### src/rtl/fir_accumulator.sv
// Accumulates NUM_PAIRS partial sums per output sample with a valid/ready handshake.
// Define FIR_ACC_SAT_EN to clamp overflowing sums and raise a sticky sat_flag.
module fir_accumulator #(
    parameter int DATA_WIDTH  = 8,
    parameter int COEFF_WIDTH = 8,
    parameter int NUM_PAIRS   = 4,
    parameter int OUT_WIDTH   = 18,
    localparam int IN_WIDTH   = DATA_WIDTH + COEFF_WIDTH + 1
) (
    input  logic                 clk,
    input  logic                 reset,
    input  logic [IN_WIDTH-1:0]  in_data,
    input  logic                 in_valid,
    output logic                 in_ready,
    output logic [OUT_WIDTH-1:0] out_data,
    output logic                 out_valid,
    input  logic                 out_ready,
    output logic                 sat_flag
);

    localparam int PAIR_BITS = $clog2(NUM_PAIRS);
    localparam int ACC_WIDTH = IN_WIDTH + ((PAIR_BITS < 1) ? 1 : PAIR_BITS);
    localparam int CNT_WIDTH = $clog2(NUM_PAIRS) + 1;
    localparam logic [CNT_WIDTH-1:0] LAST_CNT = CNT_WIDTH'(NUM_PAIRS - 1);
    localparam bit SINGLE = (NUM_PAIRS == 1);

    typedef enum logic [1:0] {
        IDLE,
        ACCUM,
        HOLD
    } state_t;

    state_t                 state;
    logic [ACC_WIDTH-1:0]   acc;
    logic [CNT_WIDTH-1:0]   cnt;
    logic [ACC_WIDTH-1:0]   in_ext;
    logic [ACC_WIDTH-1:0]   next_sum;
    logic [OUT_WIDTH-1:0]   conv_data;
    logic                   accept;
    logic                   finish;

    // In HOLD a new input is only taken when the pending sample leaves.
    assign in_ready = (state == HOLD) ? out_ready : 1'b1;
    assign accept   = in_valid && in_ready;

    // Frame completes on the last pair; single-pair frames complete every accept.
    assign finish = SINGLE || ((state == ACCUM) && (cnt == LAST_CNT));

    // Running sum; outside ACCUM a new frame starts from the incoming value.
    always_comb begin
        in_ext   = ACC_WIDTH'(in_data);
        next_sum = in_ext;
        if (state == ACCUM) begin
            next_sum = acc + in_ext;
        end
    end

`ifdef FIR_ACC_SAT_EN
    logic conv_ovf;

    // Clamp the final sum to the output range and flag the overflow.
    if (OUT_WIDTH < ACC_WIDTH) begin : g_sat
        always_comb begin
            conv_ovf  = |next_sum[ACC_WIDTH-1:OUT_WIDTH];
            conv_data = conv_ovf ? '1 : OUT_WIDTH'(next_sum);
        end
    end else begin : g_ext
        always_comb begin
            conv_ovf  = 1'b0;
            conv_data = OUT_WIDTH'(next_sum);
        end
    end

    // Sticky saturation indicator, cleared only by reset.
    always_ff @(posedge clk) begin
        if (reset) begin
            sat_flag <= 1'b0;
        end else if (accept && finish && conv_ovf) begin
            sat_flag <= 1'b1;
        end
    end
`else
    // Final sum wraps (or zero-extends) into the output width.
    always_comb begin
        conv_data = OUT_WIDTH'(next_sum);
    end

    assign sat_flag = 1'b0;
`endif

    // Frame FSM: collect pairs, then hold the result until consumed.
    always_ff @(posedge clk) begin
        if (reset) begin
            state     <= IDLE;
            acc       <= '0;
            cnt       <= '0;
            out_data  <= '0;
            out_valid <= 1'b0;
        end else if (accept && finish) begin
            out_data  <= conv_data;
            out_valid <= 1'b1;
            acc       <= '0;
            cnt       <= '0;
            state     <= HOLD;
        end else begin
            unique case (state)
                IDLE: begin
                    if (accept) begin
                        acc   <= in_ext;
                        cnt   <= CNT_WIDTH'(1);
                        state <= ACCUM;
                    end
                end
                ACCUM: begin
                    if (accept) begin
                        acc <= next_sum;
                        cnt <= cnt + CNT_WIDTH'(1);
                    end
                end
                HOLD: begin
                    if (out_ready) begin
                        out_valid <= 1'b0;
                        if (in_valid) begin
                            acc   <= in_ext;
                            cnt   <= CNT_WIDTH'(1);
                            state <= ACCUM;
                        end else begin
                            state <= IDLE;
                        end
                    end
                end
                default: begin
                    state <= IDLE;
                end
            endcase
        end
    end

endmodule
### config.mk
export PLATFORM = sky130hd
export DESIGN_NAME = fir_accumulator
export DESIGN_NICKNAME = d
export VERILOG_FILES = /design/src/rtl/fir_accumulator.sv
export SDC_FILE = /design/constraint.sdc
export NUM_CORES = 1
export LEC_CHECK = 0
export BUFFER_PORTS_ARGS = -buffer_cell sky130_fd_sc_hd__buf_2
export CAP_MARGIN = 20
export CELL_PAD_IN_SITES_DETAIL_PLACEMENT = 0
export CELL_PAD_IN_SITES_GLOBAL_PLACEMENT = 1
export CORE_MARGIN = 8
export CORE_UTILIZATION = 40
export DETAILED_ROUTE_END_ITERATION = 16
export GPL_TIMING_DRIVEN = 0
export PLACE_DENSITY_LB_ADDON = 0.1
export SETUP_SLACK_MARGIN = 0.05
export SKIP_CTS_REPAIR_TIMING = 1
export SLEW_MARGIN = 20
export SYNTH_ARGS = -nofsm -noshare
export SYNTH_HDL_FRONTEND = slang
export SYNTH_SLANG_ARGS = --single-unit
### constraint.sdc
create_clock -name clk -period 2.95 [get_ports clk]
set_input_delay 0 -clock clk [delete_from_list [all_inputs] [get_ports clk]]
set_output_delay 0 -clock clk [all_outputs]
set_load 0.005 [all_outputs]
# Word-level counts from Yosys, hierarchy flattened
# Cells that the tools add are included.
# classes
n_addsub	2
n_eq_ne	10
n_mux	20
bitwise_logic	1
n_reduce_logical	12
# ops
operator	n
19-bit two-way mux	5
19-bit case mux with 3 select lines	1
19-bit by 17-bit adder with 19-bit output	1
3-bit two-way mux	4
3-bit case mux with 3 select lines	1
2-bit inequality test (second input constant)	4
2-bit two-way mux	3
2-bit case mux with 3 select lines	1
3-bit AND reduction	2
1-bit two-way mux	5
5-bit AND reduction	1
2-bit nonzero test	2
3-bit by 1-bit adder with 3-bit output (second input constant)	1
3-bit by 2-bit == test with 1-bit output (second input constant)	1
1-bit logical AND	3
3-bit by 2-bit inequality test with 1-bit output (second input constant)	1
3-bit inequality test (second input constant)	1
3-bit nonzero test	1
2-bit by 1-bit == test with 1-bit output (second input constant)	1
2-bit == test (second input constant)	1
2-bit logical NOT	1
2-bit by 1-bit inequality test with 1-bit output (second input constant)	1
2-bit AND reduction	1
2-bit OR reduction	1
1-bit NOT	1
# totals
ff_bits	43
in_bits	21
out_inout_bits	21

# Depth between registers and ports, before layout
# depth
word_depth	6
ltp_mapped	9
ltp_nobuf	9

# Worst setup path after synthesis
# Ideal clock, no wire load.
# synth_timing
path_type	reg-to-reg
startpoint	register acc[0]
endpoint	register acc[14]
t_arrival_ps	2147
required_ps	2823
slack_ps	676
path_stages_with_launch	10
path_buffers	0
period_less_slack_ps	2274
path_cell_list	dfxtp_1 > ha_1 > inv_1 > fa_1 > nand2b_1 > a21oi_2 > o2111a_1 > o211ai_1 > and3_1 > or3_1
# synth_between
elab_chain_len	4
# synth_rtl
item	line_no	source
start, declared	34	logic [ACC_WIDTH-1:0] acc;
start signal, assigned	109	acc <= in_ext;
start signal, assigned	116	acc <= next_sum;
start signal, assigned	124	acc <= in_ext;
19-bit by 17-bit adder with 19-bit output	54	next_sum = acc + in_ext;
19-bit two-way mux	53	if (state == ACCUM) begin
19-bit two-way mux	115	if (accept) begin
19-bit case mux with 3 select lines	106	unique case (state)
# No other way between the ends. The select of a mux whose other input is x is not followed.
# A chain may end at the register's enable or synchronous reset.

# Worst setup path in the final report
# Same ends and word-level chain as after synthesis.

==> run metrics <==
total wire length=between 7000 and 8000 um; DR vias/cell=between 5 and 6; Placer Congestion=0.834; Logic pwr share=27.6%; Critical R2R Launch=acc[0]; # setup viols final=0; Routed WL per cell=17.6 um; die width=about 98 um; Worst Setup SP=acc[0]; pin count of the biggest net entering global routing=15; DR iter-0 viols=100; status=complete, no violations; Post-Syn Area=~2700 um2; TritonCTS clock tree=done; Hold Path Class=in -> reg; DP HPWL=6010 um; Yosys top cell by area=dfxtp_1; P_sw=between 0.4 and 0.5 mW; post-synth top area share=31.3%; Area contributors post-synth=dfxtp_1 31%, ha_1 8.9%, a21oi_1 6.7%; fmax=371 MHz; RSZ-0062 raised after global routing=false; crit path kind=reg -> reg; Post-Synth Simple-Gate Area=22.7%; Worst Hold Launch=in_data[2]; Worst Path Max Fanout=5; Critical Path AT=2890 ps; global-route wire length before repair=12700 um; antenna violations before repair=0; Clock Skews=8.39 ps; count of cell types in the netlist=53; # diodes=0; mux cell area share after synthesis=2.98%; crit path time final=around 2700 ps; final net count=413; static leakage=1.32 nW; Vias=2531; yosys warns=0; Synth Area in Compound Gates=around a quarter; DRC Markers=0; clock share of power=28.4%; Post-synth EDFFs=0; Mapped Nets=366; startpoint types=flip-flop; synthesized instance count=325; post-route ant nets=0; placed insts=445; # IOs=42; row count=30; dominant synthesized flop cell=dfxtp_1; Final Hold Viols=0; fin crit share=91.5%; Crit. End Element=flip-flop; fillcell total=680; overall global routing resource usage=16.4%; number of max-cap violations=0; Synth Area in Adders=roughly 9.6%; most frequent cells in the layout=42 x buf_2, 42 x dfxtp_1, 36 x a21oi_1; Final Max Slew Viols=0; largest family of logic cells by synthesized area=compound AO/OA/AOI/OAI gates; synthesized flop and latch total=42; CTS clk-pin slew, worst paths=90 ps; root buffer cell=clkbuf_8; Non-Filler Instances=453; Setup TNS=0 ps; Synth Area per Inst=8.26 um2; initial core utilization=approximately two fifths; sequential share of power=between 40 and 50%; VDD IR max=179 uV; PortBufs=40; WP data required=3140 ps; Area Growth Syn to Fin=14.5%; Rel. slew slack=50.0%; clock network latency to the later pin of the worst-skew pair=300 ps; Post-Synth XOR/XNOR Area=3.92%; Die ar.=around 9600 um2; Async SR Flop Fraction=0%; P_int=0.908 mW; vias in the first global route=2526; share of layout cells above drive strength 1=16.4%; core area=between 6000 and 7000 um2; Max clock buf depth=2; H-tree depth=2; measured slew at the worst slew-check pin=about 750 ps; drt pass-1 iters=4; register area share after synthesis=31.3%; GR Overflow Total=0; CTS sink cnt=42; Pwr Density=446 nW/um2; Die Ht=just under 100 um; switching fraction of total power=33.8%; CTS buffer count=5
[sequential cells by signal, summed over array words and instances (netlist names)]
name       count
out_data      18
out_valid      1
state          2
acc           18
cnt            3
[synth_stat cells (7+ instances only)]
cell      number
inv_1          7
nor2_1        28
or3_1          7
clkbuf_1      12
mux2i_1        8
a21oi_1       36
dfxtp_1       42
ha_1          19
a21o_1         8
nand3b_1      11
o21ai_0       12
nand2_1       28
a211oi_1      10
nand3_1        9
[path summary, 6_finish.rpt]
path,endpoint,slack [ps],cells past startpoint
max,acc[14],250,9
min,acc[2],0.04,3
max reg2reg,acc[14],250,9
min reg2reg,out_data[9],460,2
[area by class of cell]
type / count / area [um2] / share of cell area, %
clock buffer: 5 / 68.8 / 2.24
inverter: 7 / 26.3 / 0.855
tap: 80 / 100 / 3.26
buffer: 17 / 85.1 / 2.77
sequential: 42 / 841 / 27.4
clock inverter: 3 / 21.3 / 0.692
multi-input combinational: 259 / 1730 / 56.3
timing repair buffer: 40 / 200 / 6.51
[power by group through the flow]
| stage | clock [mW] | combinational (mW) | sequential [mW] |
|---|---|---|---|
| floorplan | 0 | 0.276 | 0.614 |
| global placement | 0 | 0.372 | 0.617 |
| detailed placement | 0 | 0.374 | 0.618 |
| CTS | 0.406 | 0.377 | 0.605 |
| global route | 0.422 | 0.417 | 0.608 |
| finish | 0.389 | 0.378 | 0.605 |
[worst max-delay path: stages, from the launching register on]
cell and delay [ps]:
dfxtp_1 350, ha_1 210, inv_1 70, fa_1 410, nand2b_1 190, a21oi_2 220
o2111a_1 350, o211ai_1 220, and3_1 220, or3_1 340
[metrics by stage]
step | power [mW] | utilization [%] | area, um2 | hold WS, ps | setup slack, ps
3_5_place_dp | 0.992 | 44.9 | 2980 | 313 | 303
6_report | 1.37 | 46.3 | 3070 | 0.0394 | 252
4_1_cts | 1.39 | 46.3 | 3070 | -6.98 | 250
3_3_place_gp | 0.989 | 44.9 | 2980 | 313 | 335
2_1_floorplan | 0.890 | - | 2680 | 156 | 676
5_1_grt | 1.45 | 46.3 | 3070 | 14.1 | 121
[per-layer routing]
layer  track usage, %  wire [um]
met5                0          0
met4             4.08         95
met3             4.05        409
met2             27.8       3700
met1             20.2       3790
[logic make-up after synthesis]
| group | Yosys count |
|---|---|
| AO/OA/AOI/OAI | 101 |
| XOR/XNOR | 12 |
| adder cells (fa/ha/maj) | 20 |
| buffers and inverters | 24 |
| flip-flops | 42 |
| multiplexers | 8 |
| other | 1 |
| AND/OR/NAND/NOR | 117 |
(Power assumes the default switching activity.)
